<file path="src/rtl/decoder_seq.sv">
// decoder_seq: registered one-hot decoder with hold and optional timed sweep.
// Ports: clk, rst (async high), en, load, din[W], sweep -> dout[2**W], code[W], valid, done.
// Macro DECODER_SEQ_SWEEP_EN compiles in the SWEEP state, dwell counter and done pulse.
module decoder_seq #(
  parameter int WIDTH = 3,
  parameter int DWELL = 4
) (
  input  logic                  clk,
  input  logic                  rst,
  input  logic                  en,
  input  logic                  load,
  input  logic [WIDTH-1:0]      din,
  input  logic                  sweep,
  output logic [2**WIDTH-1:0]   dout,
  output logic [WIDTH-1:0]      code,
  output logic                  valid,
  output logic                  done
);

  localparam int N = 2**WIDTH;
  localparam logic [N-1:0] ONE = {{(N-1){1'b0}}, 1'b1};

  typedef enum logic [1:0] {
    IDLE,
    HOLD,
    SWEEP
  } state_t;

  state_t           state;
  state_t           state_n;
  logic [N-1:0]     dout_n;
  logic [WIDTH-1:0] code_n;
  logic             valid_n;
  logic             done_n;

`ifdef DECODER_SEQ_SWEEP_EN
  localparam logic [7:0]       DWELL_LAST = 8'(DWELL - 1);
  localparam logic [WIDTH-1:0] LAST_CODE  = {WIDTH{1'b1}};

  logic [7:0] cnt;
  logic [7:0] cnt_n;
`else
  localparam int unused_dwell = DWELL;
  logic unused_sweep;
  assign unused_sweep = sweep;
`endif

  always_ff @(posedge clk or posedge rst) begin
    if (rst) begin
      state <= IDLE;
      dout  <= '0;
      code  <= '0;
      valid <= 1'b0;
      done  <= 1'b0;
`ifdef DECODER_SEQ_SWEEP_EN
      cnt   <= '0;
`endif
    end else begin
      state <= state_n;
      dout  <= dout_n;
      code  <= code_n;
      valid <= valid_n;
      done  <= done_n;
`ifdef DECODER_SEQ_SWEEP_EN
      cnt   <= cnt_n;
`endif
    end
  end

  always_comb begin
    state_n = state;
    dout_n  = dout;
    code_n  = code;
    valid_n = valid;
    done_n  = 1'b0;
`ifdef DECODER_SEQ_SWEEP_EN
    cnt_n   = cnt;
`endif
    if (!en) begin
      state_n = IDLE;
      dout_n  = '0;
      code_n  = '0;
      valid_n = 1'b0;
`ifdef DECODER_SEQ_SWEEP_EN
      cnt_n   = '0;
`endif
    end else if (load) begin
      // load outranks sweep and aborts a running sweep
      state_n = HOLD;
      dout_n  = ONE << din;
      code_n  = din;
      valid_n = 1'b1;
`ifdef DECODER_SEQ_SWEEP_EN
      cnt_n   = '0;
`endif
    end else begin
      unique case (state)
        IDLE, HOLD: begin
`ifdef DECODER_SEQ_SWEEP_EN
          if (sweep) begin
            state_n = SWEEP;
            dout_n  = ONE;
            code_n  = '0;
            valid_n = 1'b1;
            cnt_n   = '0;
          end
`endif
        end
        SWEEP: begin
`ifdef DECODER_SEQ_SWEEP_EN
          // cnt counts cycles already spent on the current code
          if (cnt == DWELL_LAST) begin
            cnt_n = '0;
            if (code == LAST_CODE) begin
              state_n = IDLE;
              dout_n  = '0;
              code_n  = '0;
              valid_n = 1'b0;
              done_n  = 1'b1;
            end else begin
              code_n = code + WIDTH'(1);
              dout_n = dout << 1;
            end
          end else begin
            cnt_n = cnt + 8'd1;
          end
`else
          state_n = IDLE;
          dout_n  = '0;
          code_n  = '0;
          valid_n = 1'b0;
`endif
        end
        default: begin
          state_n = IDLE;
          dout_n  = '0;
          code_n  = '0;
          valid_n = 1'b0;
        end
      endcase
    end
  end

endmodule

</file>
<file path="config.mk">
export PLATFORM = sky130hd
export DESIGN_NAME = decoder_seq
export DESIGN_NICKNAME = d
export VERILOG_FILES = /design/src/rtl/decoder_seq.sv
export SDC_FILE = /design/constraint.sdc
export NUM_CORES = 1
export LEC_CHECK = 0
export BUFFER_PORTS_ARGS = -buffer_cell sky130_fd_sc_hd__buf_2
export CAP_MARGIN = 10
export CORE_AREA = 2 2 39 41
export CTS_CLUSTER_SIZE = 16
export DETAILED_ROUTE_END_ITERATION = 8
export DIE_AREA = 0 0 41 43
export PLACE_DENSITY = 0.7
export SLEW_MARGIN = 20
export SYNTH_ARGS = -nofsm -noshare
export SYNTH_HDL_FRONTEND = slang
export SYNTH_SLANG_ARGS = --single-unit
</file>
<file path="constraint.sdc">
create_clock -name clk -period 1.95 [get_ports clk]
set_input_delay 0.39 -clock clk [delete_from_list [all_inputs] [get_ports clk]]
set_output_delay 0.39 -clock clk [all_outputs]
set_load 0.02 [all_outputs]
</file>
# Word level (Yosys, flattened, before mapping)
# Index checks and enable logic that the tools add are counted.
# Widths: inputs -> output; s select.
# op_classes
n_mux,12
mul,0
shift,1
div_mod_pow,0
eq_ne,2
magnitude_cmp,0
reduce_logical,2
n_bitwise,0
addsub,0
# op_table
operator,count
$mux 8,3
$mux 3,3
$shl 1x3->8 const A,1
$mux 2,3
$mux 1,3
$ne 3x3->1 const B,1
$eq 2x1->1 const B,1
$logic_not 2->1,1
$reduce_or 2->1,1
# word_totals
wordCells,21
latch_bits,0
ram_bits,0
memories,0
regBits,14
in_bits,8
romBits,0

# Logic depth before layout (Yosys ltp)
# Gate-level depths: netlist (run 1).
# logic_depth
depth_word,5
depth_mapped,4
mapped_depth_nobuf,2

# Worst setup path after synthesis (run 1)
# OpenSTA, ideal clock, no wires.
# synth_path
path_kind,input -> register
startpoint,input port din[0]
endpoint,register dout[0]
path_buffers,0
cell_stages,2
setup_slack_ns,0.864
arrival_time_ns,1.008
cell_sequence,or4b_1 -> a21oi_1
# synth_via
elab_chain_cells,3
# synth_lines
item,line,rtl
start: declaration,12,"input logic [WIDTH-1:0] din,"
$shl 1x3->8,90,dout_n = ONE << din;
$mux 8,87,end else if (load) begin
$mux 8,79,if (!en) begin
end signal: assignment,60,dout <= dout_n;
end: declaration,14,"output logic [2**WIDTH-1:0] dout,"
# Every way passes these cells.
# A chain may end at the register's enable or synchronous reset.

# Worst setup path after layout (run 1)
# layout_path
startpoint,register dout[3]
endpoint,output port dout[3]
# No word-level cell between the ends.

==> summary.md, run 1 <==
| Metric | Value |
|---|---|
| Clock skew after layout | `0 ps` |
| Post-CTS Repair Setup Buffers | `0` |
| Capturing element type of the critical path | `output pin` |
| Hold/Removal Path Class | `input port to async pin` |
| Final ANT Viol Nets | `0` |
| Cell at the slowest stage of the critical path | `sky130_fd_sc_hd__dfrtp_1` |
| Utilization after layout | `48.8%` |
| Run status | `completed` |
| Number of fill cells in the layout | `136` |
| Die Span X | `41 um` |
| Count of antenna diodes in the layout | `0` |
| Crit path DAT | `810 ps` |
| Total number of vias | `419` |
| Signed area change from the synthesized netlist to the final layout | `21.3%` |
| Detailed placer's ending HPWL | `655 um` |
| Post-CTS resize count | `0` |
| Kind of critical path | `register to output pin` |
| Total routing resource utilization after global routing | `13.6%` |
| Clock-pin transition on the worst setup and hold timing paths | `80 ps` |
| Post-placement cell area | `639 um^2` |
| Count of buffering cells on the critical path with inverters included | `1` |
| Net count after synthesis | `59` |
| TritonCTS Buffers | `3` |
| Grt ovf | `0` |
| TritonCTS clock tree | `built` |
| Fraction of final layout cells with drive strength greater than 1 | `33.3%` |
| Instance count of the mapped netlist | `51` |
| Clock Sink Count | `12` |
| Synth area leader | `sky130_fd_sc_hd__dfrtp_1` |
| Proportion of netlist area held by the largest area contributor | `53.9%` |
| Port Buffers | `18` |
| Total routed wirelength | `1000 um` |
| Leakage | `0.343 nW` |
| Unrepaired setup endpoints after global routing | `false` |
| Number of levels in the clock H-tree | `1` |
| Max-cap violations | `0` |
| Dominant register cell in the synthesized netlist | `sky130_fd_sc_hd__dfrtp_1` |
| Initial antenna violation count | `0` |
| Crit-path cells | `buf_2` |
| Clock latency reported for the late side of the worst-skew pair | `270 ps` |
| Floorplan die height | `43 um` |
| Routed wire length per instance | `11.8 um` |
| DRC violation count after routing | `0` |
| Vias in the first global route | `360` |
| Placer congestion estimate | `0.703` |
| Summed negative setup slack over all endpoints | `0 ps` |
| Longest individual stage delay on the worst path | `380 ps` |
| Dpl ws | `601 ps` |
| Setup slack of the critical path after layout | `747 ps` |
| Hold Fails Final Rpt | `0` |
| Core Box Area | `0.00138 mm^2` |
| Layout Nets | `78` |
| Total die area | `0.00176 mm^2` |
| Rows | `14` |
| Crit-path max FO | `2` |
| FFs w/ async S/R, synth | `100%` |
| Library cell used as clock root buffer | `sky130_fd_sc_hd__clkbuf_4` |
| Critical path required time | `1560 ps` |
| Pre-antenna DRT Iters | `4` |
| Netlist area before placement | `557 um^2` |
| Effective utilization at floorplan | `40.2%` |
| Sequential element share of the synthesized area | `53.9%` |
| Flops & latches, synth | `12` |
| Mean cell area of the mapped netlist | `10.9 um^2` |
| Share of the cycle needed by the critical path after routing | `61.7%` |
| Area of all placed cells without fillers | `676 um^2` |
| DR vias/cell | `4.93` |
| Maximum number of pins on one net before global-route repair | `21` |
| Number of synthesis warnings | `0` |
| Startpoint Class | `register` |
| Count of cell types in the netlist | `16` |
| Wire length of the first global-routing pass | `1550 um` |
| Number of synthesized flops with an enable pin | `0` |
| Finish-stage setup viols | `0` |
| Most instantiated library cell after synthesis | `sky130_fd_sc_hd__dfrtp_1` |
| Shortest period the worst path allows | `1200 ps` |
| Number of design-rule violations left by the first detailed-router iteration | `2` |
| Cell types with the largest area share after synthesis | `sky130_fd_sc_hd__dfrtp_1, sky130_fd_sc_hd__nand2b_1, sky130_fd_sc_hd__a21oi_1, sky130_fd_sc_hd__nand4bb_1, sky130_fd_sc_hd__mux2i_1` |
| Peak supply drop | `0.429 mV` |
| Fmax | `0.832 GHz` |
| # hold bufs at CTS | `0` |
| Ranking of synthesized cells by instance count | `sky130_fd_sc_hd__dfrtp_1, sky130_fd_sc_hd__a21oi_1, sky130_fd_sc_hd__nand2b_1` |
| Power density over the cells | `776 mW/mm^2` |
| Cell type group with the largest total delay on the critical path | `flip-flops` |
| Number of top-level pins | `21` |
| Buffer depth of the longest clock path | `2` |
| Max-slew violation total from the final report | `0` |
cells by family (layout without fill, tap and decap cells):
kind of cell | after synthesis | after routing | synth area share (%)
muxes | 3 | 3 | 5.39
other | 1 | 1 | 0.674
buffers and inverters | 6 | 24 | 6.29
AOI/OAI and AO/OA | 8 | 8 | 7.19
and+or+nand+nor | 21 | 21 | 26.5
DFF | 12 | 12 | 53.9
area by class of cell:
type / count / area [um^2] / area share [%]
inverter: 2 / 7.51 / 1.11
sequential: 12 / 300 / 44.4
clock buffer: 4 / 36.3 / 5.37
timing repair buffer: 18 / 90.1 / 13.3
tap: 16 / 20.0 / 2.96
multi-input combinational: 33 / 221 / 32.8
metal layers:
layer	vias up	routed length (um)	global-route usage, %
met1	190	460	18.4
met4	0	25	10.0
met5	-	0	0
li1	210	-	-
met2	15	448	17.5
met3	4	66	4.19
registers in the layout (all words and copies together), names as in the netlist:
name,flops
code,3
dout,8
state,1
stage by stage:
step	hold WS (ps)	total power, mW	instances
2_1_floorplan	255	0.311	51
3_3_place_gp	413	0.331	81
3_5_place_dp	420	0.332	81
4_1_cts	120	0.531	85
5_1_grt	155	0.550	85
6_report	105	0.524	85
path summary, 6_finish.rpt:
kind / startpoint / endpoint / slack [ps] / depth (start not counted)
hold / removal: rst / code[1] / 110 / 2
setup reg to reg: dout[0] / dout[0] / 1120 / 2
hold reg to reg: state[0] / state[0] / 520 / 2
max in group asynchronous: rst / dout[4] / 1540 / 2
setup / recovery: dout[3] / dout[3] / 750 / 1
min in group clk: din[0] / dout[7] / 440 / 3
where the power goes:
part | switching (mW) | leakage (nW) | internal [mW]
registers | 0.00387 | 0.163 | 0.257
logic | 0.0417 | 0.160 | 0.0232
clock network | 0.0846 | 0.0210 | 0.113
layout by cell type, fill, tap and decap left out:
master                      instances
sky130_fd_sc_hd__buf_2             18
sky130_fd_sc_hd__dfrtp_1           12
sky130_fd_sc_hd__a21oi_1            8
sky130_fd_sc_hd__nand2b_1           7
sky130_fd_sc_hd__nor2_1             5
sky130_fd_sc_hd__nand4bb_1          3
sky130_fd_sc_hd__nand4b_1           3
sky130_fd_sc_hd__mux2i_1            3
sky130_fd_sc_hd__clkbuf_4           3
sky130_fd_sc_hd__inv_1              2
sky130_fd_sc_hd__nand4_1            1
sky130_fd_sc_hd__or4b_1             1
sky130_fd_sc_hd__or2b_2             1
sky130_fd_sc_hd__conb_1             1
sky130_fd_sc_hd__clkbuf_8           1
No activity file was read; power rests on OpenSTA's default activity.
==> run 2: changes to the inputs <==
Settings changed: ABC_AREA from default to 1, PLACE_DENSITY 0.7 to 0.66.
Clock period 1.95 ns to 1.2 ns, I/O delays scaled along.
==> run 2 against run 1 <==
  * Sequential power grew 63%
  * Via count grew 3.6%
  * Cell area shrank 3.1%
  * Global-route usage is essentially flat
  * Flip-flop and latch count is the same
  * Power grew 61%
  * Wire length grew 3.1%
  * Clock power grew 63%
  * Critical endpoint is now code[1]
  * Combinational power grew 49%
==> summary.md, run 2 <==
| Metric | Value |
|---|---|
| Worst slack on hold paths | `240 ps (+135 ps)` |
| Flops & latches, synth | `12 (unchanged)` |
| Placer congestion estimate | `0.745 (+5.9%)` |
| Cell types with the largest area share after synthesis | `sky130_fd_sc_hd__dfrtp_1, sky130_fd_sc_hd__nand2_1, sky130_fd_sc_hd__inv_1, sky130_fd_sc_hd__nor2_1, sky130_fd_sc_hd__nand3_1` |
| TritonCTS Buffers | `3 (unchanged)` |
| Post-placement cell area | `608 um^2 (-4.9%)` |
| Most common cell after layout, fill and taps aside | `sky130_fd_sc_hd__nand2_1` |
| Number of cells traversed by the worst hold path | `3` |
| Proportion of netlist area held by the largest area contributor | `59.4% (+5.5 points)` |
| Buffer depth of the longest clock path | `2 (unchanged)` |
| Library cell used as clock root buffer | `sky130_fd_sc_hd__clkbuf_4` |
| Fmax | `0.943 GHz` |
| Setup slack of the critical path after layout | `140 ps (-608 ps)` |
| Shortest period the worst path allows | `1060 ps` |
| Fraction of final layout cells with drive strength greater than 1 | `26.7% (-6.6 points)` |
| Critical path origin | `code[1]` |
| Largest registers | `dout (8), code (3), state (1)` |
| Worst reg2reg setup slack | `570 ps (-550 ps)` |
| Total routing resource utilization after global routing | `13.6% (-0.014 points)` |
| Clock latency reported for the late side of the worst-skew pair | `270 ps (about the same)` |
| Routed wire length per instance | `10.1 um (-14%)` |
| FFs w/ async S/R, synth | `100% (unchanged)` |
| Post-CTS Repair Setup Buffers | `0 (unchanged)` |
| Layout Nets | `95 (+22%)` |
| Count of buffering cells on the critical path with inverters included | `1 (unchanged)` |
| Core Box Area | `0.00138 mm^2 (unchanged)` |
| Cell at the slowest stage of the critical path | `sky130_fd_sc_hd__dfrtp_1` |
| Number of top-level pins | `21 (unchanged)` |
| Power density over the cells | `1290 mW/mm^2 (+66%)` |
| Wire length of the first global-routing pass | `1580 um (+1.8%)` |
| Crit path DAT | `820 ps (about the same)` |
| Net count after synthesis | `72 (+22%)` |
| Post-CTS resize count | `0 (unchanged)` |
| Maximum number of pins on one net before global-route repair | `13 (-38%)` |
| Max reg flops | `8 (unchanged)` |
| Number of levels in the clock H-tree | `1 (unchanged)` |
| Number of design-rule violations left by the first detailed-router iteration | `9 (+7)` |
| Dominant register cell in the synthesized netlist | `sky130_fd_sc_hd__dfrtp_1` |
| Instance count of the mapped netlist | `64 (+25%)` |
| Critical path required time | `960 ps (-600 ps)` |
| Commonest cells after routing, fill and taps aside | `sky130_fd_sc_hd__nand2_1, sky130_fd_sc_hd__buf_2, sky130_fd_sc_hd__dfrtp_1, sky130_fd_sc_hd__inv_1, sky130_fd_sc_hd__nor2_1` |
| Detailed placer's ending HPWL | `710 um (+8.4%)` |
| Port Buffers | `18 (unchanged)` |
| Register with the most flip-flops | `dout` |
| Initial antenna violation count | `0 (unchanged)` |
| Die Span X | `41 um (unchanged)` |
| Run status | `completed` |
| DR vias/cell | `4.25 (-14%)` |
| Unrepaired setup endpoints after global routing | `false` |
| Netlist area before placement | `505 um^2 (-9.2%)` |
| Rows | `14 (unchanged)` |
| Crit-path max FO | `2 (unchanged)` |
| Mean cell area of the mapped netlist | `7.90 um^2 (-28%)` |
| Reg-to-reg critical path endpoint | `dout[7]` |
| Peak supply drop | `0.639 mV (+49%)` |
| Effective utilization at floorplan | `36.5% (-3.7 points)` |
| Final ANT Viol Nets | `0 (unchanged)` |
| Origin of the worst min-delay path | `din[1]` |
| Total die area | `0.00176 mm^2 (unchanged)` |
| Longest individual stage delay on the worst path | `390 ps (about the same)` |
| Area of all placed cells without fillers | `654 um^2 (-3.1%)` |
| Count of placed standard cells in the final layout, fillers left out | `102 (+20%)` |
| Pre-antenna DRT Iters | `4 (unchanged)` |
| Hold Fails Final Rpt | `0 (unchanged)` |
| Max-slew violation total from the final report | `0 (unchanged)` |
| Crit-path cells | `buf_2` |
| Max-cap violations | `0 (unchanged)` |
| Placed cell count | `97 (+20%)` |
| Launching point of the worst reg2reg path | `dout[7]` |
| Total number of vias | `434 (+3.6%)` |
| Floorplan die height | `43 um (unchanged)` |
| Worst min-delay path endpoint | `code[1]` |
| Number of synthesized flops with an enable pin | `0 (unchanged)` |
| Clock skew after layout | `0 ps (unchanged)` |
| Cell type group with the largest total delay on the critical path | `flip-flops` |
| Startpoint Class | `register` |
| Most instantiated library cell after synthesis | `sky130_fd_sc_hd__nand2_1` |
| Ranking of synthesized cells by instance count | `sky130_fd_sc_hd__nand2_1, sky130_fd_sc_hd__dfrtp_1, sky130_fd_sc_hd__inv_1` |
| Total routed wirelength | `1030 um (+3.1%)` |
| Count of cell types in the netlist | `9 (-7)` |
| Summed negative setup slack over all endpoints | `0 ps (unchanged)` |
| Kind of critical path | `register to output pin` |
| TritonCTS clock tree | `built` |
| Dpl ws | `244 ps (-357 ps)` |
| Capturing element type of the critical path | `output pin` |
| Synth area leader | `sky130_fd_sc_hd__dfrtp_1` |
| Finish-stage setup viols | `0 (unchanged)` |
| # hold bufs at CTS | `1 (+1)` |
| Clock-pin transition on the worst setup and hold timing paths | `80 ps (about the same)` |
| DRC violation count after routing | `0 (unchanged)` |
| Hold/Removal Path Class | `input port to register` |
| Signed area change from the synthesized netlist to the final layout | `29.5%` |
| Leakage | `0.430 nW (+25%)` |
| Clock Sink Count | `12 (unchanged)` |
| Grt ovf | `0 (unchanged)` |
| Number of synthesis warnings | `0 (unchanged)` |
| Vias in the first global route | `397 (+10%)` |
| Count of antenna diodes in the layout | `0 (unchanged)` |
| Cell count of the worst reg-to-reg path | `2 (unchanged)` |
| Share of the cycle needed by the critical path after routing | `88.3%` |
| Sequential element share of the synthesized area | `59.4% (+5.5 points)` |
-- run 2: worst max-delay path by stage --
| stage | endpoint | slack, ps | cells past startpoint |
|---|---|---|---|
| final | code[1] | 140 | 1 |
| after global routing | code[1] | 100 | 1 |
| after CTS | code[1] | 130 | 1 |
| after detailed placement | dout[1] | 240 | 5 |
| after global placement | dout[1] | 240 | 5 |
| after floorplan | dout[7] | 480 | 2 |
-- run 2: power by group --
| part | internal [mW] | switching (mW) |
|---|---|---|
| Clock | 0.184 | 0.137 |
| Combinational | 0.0300 | 0.0668 |
| Sequential | 0.418 | 0.00649 |
| Total | 0.632 | 0.211 |
-- run 2: routing by layer --
layer	routed length, um	vias to the layer above	global-route usage (%)
met5	0	-	0
met3	74	2	3.14
li1	-	227	-
met2	464	13	18.8
met1	486	192	17.6
met4	6	0	10.0
-- run 2: area by class of cell --
type | count | area (um^2)
Timing Repair Buffer | 19 | 100
Sequential cell | 12 | 300
Multi-Input combinational cell | 43 | 168
Clock buffer | 4 | 36.3
Inverter | 8 | 30.0
Tap cell | 16 | 20.0
Fill cell | 135 | 729
-- run 2: cells by family after synthesis --
kind of cell    after synthesis  synth area share (%)
compound gates                1                 0.989
flops                        12                  59.4
buf+inv                       9                  7.43
simple gates                 41                  31.4
other cells                   1                 0.742
-- run 2: per-stage QoR --
stage	total power [mW]	util (%)
2_1_floorplan	0.491	-
4_1_cts	0.860	47.3
3_5_place_dp	0.528	43.9
6_report	0.843	47.3
5_1_grt	0.888	47.3
3_3_place_gp	0.526	43.9
-- run 2: worst register-to-register path, cell delays in order (launching register included) --
cell	delay, ps
sky130_fd_sc_hd__dfrtp_1	380
sky130_fd_sc_hd__nand3_1	70
sky130_fd_sc_hd__o21ai_0	70
